<file path="config.mk">
export PLATFORM = sky130hd
export DESIGN_NAME = knn_distance_engine
export DESIGN_NICKNAME = d
export VERILOG_FILES = /design/src/rtl/knn_pkg.sv /design/src/rtl/knn_lane_metric.sv /design/src/rtl/knn_distance_engine.sv
export SDC_FILE = /design/constraint.sdc
export NUM_CORES = 1
export LEC_CHECK = 0
export ABC_AREA = 1
export BUFFER_PORTS_ARGS = -buffer_cell sky130_fd_sc_hd__buf_2
export CORE_ASPECT_RATIO = 0.6
export CORE_MARGIN = 3
export CORE_UTILIZATION = 35
export CTS_CLUSTER_SIZE = 8
export DETAILED_ROUTE_END_ITERATION = 10
export PLACE_DENSITY_LB_ADDON = 0.2
export SLEW_MARGIN = 20
export SYNTH_ARGS = -nofsm -noshare
export SYNTH_HDL_FRONTEND = slang
export SYNTH_HIERARCHICAL = 1
export SYNTH_SLANG_ARGS = --single-unit
export TNS_END_PERCENT = 5
</file>
<file path="constraint.sdc">
create_clock -name clk -period 7.2 [get_ports clk]
set_input_delay 1.8 -clock clk [delete_from_list [all_inputs] [get_ports clk]]
set_output_delay 1.8 -clock clk [all_outputs]
set_load 0.01 [all_outputs]
</file>
<file path="src/rtl/knn_pkg.sv">
// Shared definitions for the KNN distance datapath: metric mode encodings,
// engine FSM states, class-tag width default and a ceil-log2 helper.
package knn_pkg;

  localparam logic MODE_SQ  = 1'b0;
  localparam logic MODE_ABS = 1'b1;

  localparam int TYPE_W_DEF = 4;

  typedef enum logic [1:0] {
    ST_IDLE,
    ST_RUN,
    ST_DRAIN,
    ST_OUT
  } state_t;

  function automatic int clog2(input int value);
    int result;
    int span;
    result = 0;
    span   = 1;
    while (span < value) begin
      span   = span * 2;
      result = result + 1;
    end
    return result;
  endfunction

endpackage

</file>
<file path="src/rtl/knn_lane_metric.sv">
// One lane of the distance datapath, purely combinational.
// o_diff is the signed difference a - b widened to W+1 bits (feeds the S1 register).
// o_metric is the per-lane term computed from the registered difference i_diff:
// |diff| zero-extended, or diff*diff, both as 2W-bit unsigned values.
module knn_lane_metric
  import knn_pkg::*;
#(
  parameter int W = 8
) (
  input  logic [W-1:0]   i_a,
  input  logic [W-1:0]   i_b,
  input  logic [W:0]     i_diff,
  input  logic           i_mode,
  output logic [W:0]     o_diff,
  output logic [2*W-1:0] o_metric
);

  logic [W:0]     w_abs;
  logic [2*W-1:0] w_sq;

  assign o_diff = {i_a[W-1], i_a} - {i_b[W-1], i_b};

  // |diff| never exceeds 2^W-1, so squaring the magnitude fits in 2W bits exactly.
  assign w_abs    = i_diff[W] ? (~i_diff + 1'b1) : i_diff;
  assign w_sq     = (2*W)'(w_abs) * (2*W)'(w_abs);
  assign o_metric = (i_mode == MODE_ABS) ? (2*W)'(w_abs) : w_sq;

endmodule

</file>
<file path="src/rtl/knn_distance_engine.sv">
// Streaming multi-lane distance engine: takes a query/training vector pair as
// LANES-wide beats, accumulates squared-Euclidean or Manhattan distance through
// a diff -> metric -> lane-sum pipeline, and hands the result plus class tag
// to the k-best sorter with a valid/ready handshake.
module knn_distance_engine
  import knn_pkg::*;
#(
  parameter int W      = 8,
  parameter int N_ELEM = 64,
  parameter int LANES  = 4,
  parameter int TYPE_W = TYPE_W_DEF
) (
  input  logic                       clk,
  input  logic                       rst,
  input  logic                       start,
  input  logic                       mode,
  input  logic                       in_valid,
  output logic                       in_ready,
  input  logic [W*LANES-1:0]         in_a,
  input  logic [W*LANES-1:0]         in_b,
  input  logic [TYPE_W-1:0]          in_type,
  output logic                       out_valid,
  input  logic                       out_ready,
  output logic [2*W+clog2(N_ELEM):0] out_dist,
  output logic [TYPE_W-1:0]          out_type,
  output logic                       busy
);

  localparam int ACC_W = 2*W + clog2(N_ELEM) + 1;
  localparam int BEATS = (N_ELEM + LANES - 1) / LANES;
  localparam int BCW   = (BEATS > 1) ? clog2(BEATS) : 1;

  state_t            r_state;
  logic              r_in_ready;
  logic              r_out_valid;
  logic              r_busy;
  logic              r_mode;
  logic [ACC_W-1:0]  r_out_dist;
  logic [TYPE_W-1:0] r_out_type;
  logic [TYPE_W-1:0] r_type;
  logic [BCW-1:0]    r_beat;
  logic [ACC_W-1:0]  r_acc;

  logic              r_s1_valid;
  logic              r_s2_valid;
  logic              r_s3_valid;
  logic [W:0]        r_s1_diff   [LANES];
  logic [2*W-1:0]    r_s2_metric [LANES];
  logic [ACC_W-1:0]  r_s3_sum;

  logic [W:0]        w_diff   [LANES];
  logic [2*W-1:0]    w_metric [LANES];
  logic [LANES-1:0]  w_live;
  logic [ACC_W-1:0]  w_tree;
  logic              w_accept;
  logic              w_start_take;
  logic              w_pipe_empty;

  assign w_accept     = in_valid & r_in_ready;
  assign w_pipe_empty = ~(r_s1_valid | r_s2_valid | r_s3_valid);
  // A new vector begins either from idle or in the same cycle the previous result is taken.
  assign w_start_take = start & ((r_state == ST_IDLE) |
                                 ((r_state == ST_OUT) & r_out_valid & out_ready));

  for (genvar g = 0; g < LANES; g++) begin : g_lane
    knn_lane_metric #(
      .W(W)
    ) u_metric (
      .i_a      (in_a[(g+1)*W-1 -: W]),
      .i_b      (in_b[(g+1)*W-1 -: W]),
      .i_diff   (r_s1_diff[g]),
      .i_mode   (r_mode),
      .o_diff   (w_diff[g]),
      .o_metric (w_metric[g])
    );
  end

  // Lanes past N_ELEM on the last partial beat carry no element.
  always_comb begin
    w_live = '0;
    for (int unsigned i = 0; i < LANES; i++) begin
      w_live[i] = ((32'(r_beat) * 32'(LANES)) + i) < 32'(N_ELEM);
    end
  end

  // Sum of all lane metrics for the beat sitting in S2.
  always_comb begin
    w_tree = '0;
    for (int unsigned i = 0; i < LANES; i++) begin
      w_tree = w_tree + ACC_W'(r_s2_metric[i]);
    end
  end

  // Pipeline valid bits: one per stage, advancing every clock.
  always_ff @(posedge clk) begin
    if (rst) begin
      r_s1_valid <= 1'b0;
      r_s2_valid <= 1'b0;
      r_s3_valid <= 1'b0;
    end else begin
      r_s1_valid <= w_accept;
      r_s2_valid <= r_s1_valid;
      r_s3_valid <= r_s2_valid;
    end
  end

  // Pipeline data: S1 diff (masked lanes zeroed), S2 lane metric, S3 lane sum.
  always_ff @(posedge clk) begin
    for (int unsigned i = 0; i < LANES; i++) begin
      if (w_accept) begin
        r_s1_diff[i] <= w_live[i] ? w_diff[i] : '0;
      end
      r_s2_metric[i] <= w_metric[i];
    end
    r_s3_sum <= w_tree;
  end

  // Accumulator: cleared when a vector starts, adds each lane sum leaving S3.
  always_ff @(posedge clk) begin
    if (rst || w_start_take) begin
      r_acc <= '0;
    end else if (r_s3_valid) begin
      r_acc <= r_acc + r_s3_sum;
    end
  end

  // Control FSM with registered handshake outputs, beat counter and tag capture.
  always_ff @(posedge clk) begin
    if (rst) begin
      r_state     <= ST_IDLE;
      r_in_ready  <= 1'b0;
      r_out_valid <= 1'b0;
      r_out_dist  <= '0;
      r_out_type  <= '0;
      r_busy      <= 1'b0;
      r_beat      <= '0;
      r_mode      <= MODE_SQ;
      r_type      <= '0;
    end else begin
      case (r_state)
        ST_IDLE: begin
          if (w_start_take) begin
            r_mode     <= mode;
            r_beat     <= '0;
            r_busy     <= 1'b1;
            r_in_ready <= 1'b1;
            r_state    <= ST_RUN;
          end
        end
        ST_RUN: begin
          if (w_accept) begin
            if (r_beat == '0) begin
              r_type <= in_type;
            end
            if (r_beat == BCW'(BEATS - 1)) begin
              r_in_ready <= 1'b0;
              r_state    <= ST_DRAIN;
            end
            r_beat <= r_beat + 1'b1;
          end
        end
        ST_DRAIN: begin
          if (w_pipe_empty) begin
            r_out_valid <= 1'b1;
            r_out_dist  <= r_acc;
            r_out_type  <= r_type;
            r_state     <= ST_OUT;
          end
        end
        ST_OUT: begin
          if (out_ready) begin
            r_out_valid <= 1'b0;
            if (w_start_take) begin
              r_mode     <= mode;
              r_beat     <= '0;
              r_in_ready <= 1'b1;
              r_state    <= ST_RUN;
            end else begin
              r_busy  <= 1'b0;
              r_state <= ST_IDLE;
            end
          end
        end
        default: begin
          r_state <= ST_IDLE;
        end
      endcase
    end
  end

  assign in_ready  = r_in_ready;
  assign out_valid = r_out_valid;
  assign out_dist  = r_out_dist;
  assign out_type  = r_out_type;
  assign busy      = r_busy;

endmodule

</file>
# After elaboration in Yosys (flattened, before gate mapping)

Memory sizes are Yosys's and may differ from the RTL's.
Cells that the tools add are included.

$add $sub $neg: 16
Multipliers: 4
Magnitude comparators: 4
Equal/unequal tests: 10
Multiplexer cells: 40
Bitwise logic cells: 12
Reduce and logical (&&, ||, !) cells: 14

Operators with widths:

| kind                  | count |
|---|---|
| $mux W9               | 8 |
| $mul A9 B9 Y16        | 4 |
| $mux W16              | 4 |
| $add A9 B1 Y9 const B | 4 |
| $not A9 Y9            | 4 |
| $sub A8 B8 Y9         | 4 |
| $add A23 B19 Y23      | 1 |
| $lt A7 B7 Y1 const B  | 3 |
| $add A18 B16 Y19      | 1 |
| $add A17 B16 Y18      | 1 |
| $add A16 B16 Y17      | 1 |
| $add A6 B2 Y7 const B | 2 |
| $mux W1               | 14 |
| $mux W4               | 3 |
| $ne A2 B2 Y1 const B  | 6 |
| $pmux W4 S3           | 1 |
| $mux W2               | 5 |
| $reduce_and A3 Y1     | 3 |
| $pmux W2 S4           | 1 |
| $reduce_and A4 Y1     | 2 |
| $add A6 B1 Y7 const B | 1 |
| $lt A6 B7 Y1 const B  | 1 |
| $pmux W1 S2           | 3 |
| $reduce_and A5 Y1     | 1 |
| 14 further kinds      | 22 |

Register bits after elaboration: 86
RAM bits: 100
Input bits: 74
Output and inout bits: 30
Word-level logic and storage cells: 116
Memories kept: 2

Memory list:

| name        | depth | bits a word | rd ports | clocked after Yosys merged registers in | write ports | line                      | text |
|---|---|---|---|---|---|---|---|
| r_s2_metric | 4     | 16          | 4        | 0                                       | 4           | knn_distance_engine.sv:48 | `logic [2*W-1:0] r_s2_metric [LANES];` |
| r_s1_diff   | 4     | 9           | 4        | 0                                       | 4           | knn_distance_engine.sv:47 | `logic [W:0] r_s1_diff [LANES];` |

# Depth between registers and ports, before layout

Word-level depth: 8
Mapped depth: 30
Depth with buffers taken out: 29

# Modules after synthesis

The synthesis kept the hierarchy.

Modules (own cells, without submodules):

| module                               | instances | cells each | area an instance (µm²) | sequential area each (µm²) |
|---|---|---|---|---|
| knn_distance_engine                  | 1         | 975        | 8,481.9                | 4,063.9 |
| knn_lane_metric (g_lane[1].u_metric) | 1         | 421        | 2,792.7                | 0.0 |
| knn_lane_metric (g_lane[0].u_metric) | 1         | 422        | 2,770.2                | 0.0 |
| knn_lane_metric (g_lane[2].u_metric) | 1         | 412        | 2,735.1                | 0.0 |
| knn_lane_metric (g_lane[3].u_metric) | 1         | 409        | 2,726.4                | 0.0 |

# Worst setup path after synthesis

Ideal clock, no wire load.

Path kind: reg2reg
From: memory r_s1_diff[2][0] (netlist bit)
To: memory r_s2_metric[2][13] (netlist bit)
Setup time: 0.113 ns
Data arrival time: 4.572 ns
Required time: 7.087 ns
Slack: 2.515 ns
Cell stages (with the launch flop): 27
Path buffers: 2
Clock period less this slack: 4.685 ns
Cell sequence: edfxtp_1 inv_2 buf_6 ha_1 nand3_1 nand2_1 nand2_1 nand2_2 buf_6 inv_2 nor2_1 inv_1 fa_1 inv_1 fa_1 inv_1 fa_1 fa_1 inv_1 ha_1 nand2_1 o21ai_0 nand2_1 nand3_1 nand2_1 nand2_1 nor2_1

RTL lines:

| what               | line |
|---|---|
| start: declaration | knn_distance_engine.sv:47 |
| end: declaration   | knn_distance_engine.sv:48 |

==> impl_metrics.json <==
{
  "drtIter0Drc": 1129,
  "num_rows": 66,
  "synthDistinctLibCells": 52,
  "ys_ff_latch": 185,
  "clock_latency_ns": 0.46,
  "path_buf_inv": 6,
  "ys_top_cells_by_area": "fa_1, dfxtp_1, ha_1",
  "finalHoldViolCount": 0,
  "drt-pass1-iter-count": 5,
  "nets": 3170,
  "place_hpwl_um": 38800,
  "netlist.area_leader.share_pct": 17.3,
  "clockRootBuffer": "clkbuf_16",
  "ff2ff_setup_slack_ns": 1.82,
  "final_max_slew_viol_count": 0,
  "synth_area_um2": 19500,
  "htree_levels": 4,
  "dieHeight_um": 189,
  "async_reset_ff_share_pct": 0,
  "port_buffers": 103,
  "start_kind": "register",
  "synth_top_area_cell": "fa_1",
  "cts_sinks": 185,
  "cts_tree": "yes",
  "gp_congestion": 0.889,
  "crit_type": "reg -> reg",
  "worst_path_largest_cell_delay_ns": 0.54,
  "clk_pin_slew_ns": 0.08,
  "syn_inst": 2639,
  "overflow": 0,
  "grt_pass1_vias": 15900,
  "ant_nets": 0,
  "status": "completed",
  "grt_pass1_wl_um": 79700,
  "post-cts-setup-buffers": 0,
  "ios": 104,
  "avgSynthCellArea_um2": 7.39,
  "cp_top_family": "adder cells",
  "fmaxAchievable_ghz": 0.186,
  "critPathMaxFanout": 12,
  "grt_setup_unrepaired": "no",
  "die_w_um": 311,
  "max-slew-margin-rel_pct": 44.1,
  "area_delta_synth_final_pct": 9.64,
  "vias": 16000,
  "finClkSkew_ns": 0.0210,
  "drc": 0,
  "synth_flop_cell": "dfxtp_1",
  "via_per_inst": 4.59,
  "synth_edf_count": 36,
  "routed_wl_um": 46300,
  "cts_made_buffers": 17,
  "drv_cap": 0,
  "fin_tns_setup_ns": 0,
  "cp.required_ns": 7.53,
  "dieArea_um2": 58700,
  "crit_path_end_kind": "register",
  "yosys_warnings": 6,
  "start_util_pct": 35.7,
  "hp-class": "reg -> reg",
  "coreArea_um2": 54700,
  "crit_chain": "inv_2, ha_1, nand3_1, nand2_1, nand2_1, nand2_2, inv_2, nor2_1, inv_1, fa_1, inv_1, fa_1, inv_1, fa_1, fa_1, inv_1, ha_1, a21oi_1, o21ai_0, a21oi_1, xor2_1, nor2_1",
  "ctsResizeCount": 0,
  "cp_slowest_cell": "fa_1",
  "drive_above_1_share_pct": 10.6,
  "antenna_found_initial": 0,
  "worst_pin_slew_ns": 0.838,
  "wl_per_cell_um": 13.3,
  "fin_crit_sh_pct": 74.7,
  "fin_crit_ns": 5.38,
  "diodes": 0,
  "grt_use_total_pct": 16.4,
  "worstPathArrival_ns": 5.70,
  "yosysSeqAreaShare_pct": 20.8,
  "grt_max_degree": 46,
  "cts_hold_buf": 0,
  "setup_viol": 0,
  "cts_buffer_depth": 2
}
-- logic make-up (layout without fill, tap and decap cells) --
logic type / Yosys count / after routing / share of synthesized area, %
AOI/OAI and AO/OA: 275 / 275 / 7.90
xor gates and xnor gates: 67 / 67 / 3.05
adders and majority gates: 366 / 366 / 30.0
buffers and inverters: 676 / 772 / 13.7
DFF: 185 / 185 / 20.8
other: 8 / 16 / 0.154
and+or+nand+nor: 1062 / 1062 / 24.4
-- cell type report --
cell class              count  area, um^2
clock buffers              17         425
inverters                 631        2370
multi-input cells        1786       12800
well taps                 748         936
flip-flops and latches    185        4060
clock inverters            15         220
repair buffers            109         561
fillers                  5715       33300
-- flip-flops by register name, summed over array words and instances (netlist names) --
signal	cells
r_s2_metric	64
r_s1_diff	36
out_dist	23
r_acc	23
r_s3_sum	18
out_type	4
r_beat	4
r_type	4
r_state	2
busy	1
in_ready	1
out_valid	1
r_mode	1
r_s1_valid	1
r_s2_valid	1
r_s3_valid	1
-- metrics by stage --
| step | worst slack, ns | instances | instance area [um^2] | hold WS [ns] | util, % |
|---|---|---|---|---|---|
| floorplan | 2.52 | 2647 | 19500 | 0.403 | - |
| global placement | 1.93 | 3459 | 20700 | 0.374 | 37.9 |
| detailed placement | 1.92 | 3459 | 20700 | 0.390 | 37.9 |
| CTS | 1.88 | 3491 | 21400 | 0.408 | 39.1 |
| global route | 1.44 | 3491 | 21400 | 0.437 | 39.1 |
| finish | 1.82 | 3491 | 21400 | 0.401 | 39.1 |
-- final timing paths --
check / cells after the start / startpoint / endpoint
worst max-delay path: 22 / r_s1_diff[3][0]$_DFFE_PP_ / r_s2_metric[3][9]$_DFF_P_
worst max register to register: 22 / r_s1_diff[3][0]$_DFFE_PP_ / r_s2_metric[3][9]$_DFF_P_
worst min-delay path: 0 / r_s1_diff[0][0]$_DFFE_PP_ / r_s2_metric[0][0]$_DFF_P_
worst min register to register: 0 / r_s1_diff[0][0]$_DFFE_PP_ / r_s2_metric[0][0]$_DFF_P_
-- layout by cell type, fill, tap and decap left out, types with 4 or more instances in the layout --
cell type / Yosys / layout
inv_12: 0 / 6
nor2_1: 238 / 237
nor3b_1: 4 / 4
a21o_1: 7 / 7
nand4_1: 42 / 42
inv_1: 594 / 593
nand2_4: 10 / 10
or2_2: 8 / 8
o21ai_2: 15 / 15
inv_2: 36 / 37
or2_1: 6 / 6
nand3_1: 120 / 120
o21bai_1: 6 / 6
a21boi_0: 4 / 4
ha_1: 197 / 197
nand3_2: 15 / 15
xnor2_1: 17 / 17
fa_1: 169 / 169
nand2_2: 28 / 28
nand2_1: 535 / 535
o21a_1: 7 / 7
nor3_1: 15 / 15
conb_1: 8 / 16
clkinv_8: 0 / 4
clkbuf_16: 0 / 17
buf_4: 4 / 6
nor2_2: 17 / 18
dfxtp_1: 149 / 149
buf_2: 16 / 103
o21ai_1: 15 / 15
edfxtp_1: 36 / 36
nor2_4: 10 / 10
o2111ai_1: 4 / 4
nand3b_1: 8 / 8
xor2_1: 49 / 49
o21ai_0: 64 / 64
a21oi_1: 140 / 140
-- per-layer routing --
metal  vias to the layer above  GRT usage, %  share of wire (%)  wire (um)
met3                        24          3.10                5.4       2490
met5                         -             0                  0          0
met2                       307          23.6                 39      17900
met4                         0          2.47               0.58        267
li1                       8261             -                  -          -
met1                      7416          25.8                 55      25700
-- synth_stat cells (2+ instances only) --
cell       count
o22ai_1        3
nor2_4        10
a21o_1         7
or2_1          6
nand3_1      120
o211ai_1       3
o21ai_1       15
a211oi_1       2
inv_2         36
conb_1         8
nand3b_1       8
o21ai_2       15
a21boi_0       4
clkbuf_1      11
dfxtp_1      149
inv_1        594
edfxtp_1      36
nor3b_1        4
nand2_2       28
o21bai_1       6
fa_1         169
nor3_1        15
buf_4          4
nor4_4         2
o21a_1         7
buf_1          2
ha_1         197
o2111ai_1      4
buf_6         12
xnor2_1       17
nor2_1       238
a21oi_1      140
xor2_1        49
nand4_1       42
or2_2          8
buf_2         16
nor2_2        17
o21ai_0       64
nand2_4       10
nand2_1      535
nand3_2       15
Power is left out: the tool's default activity adds up to more than one toggle a clock period on the data nets, which glitch-free logic cannot reach.
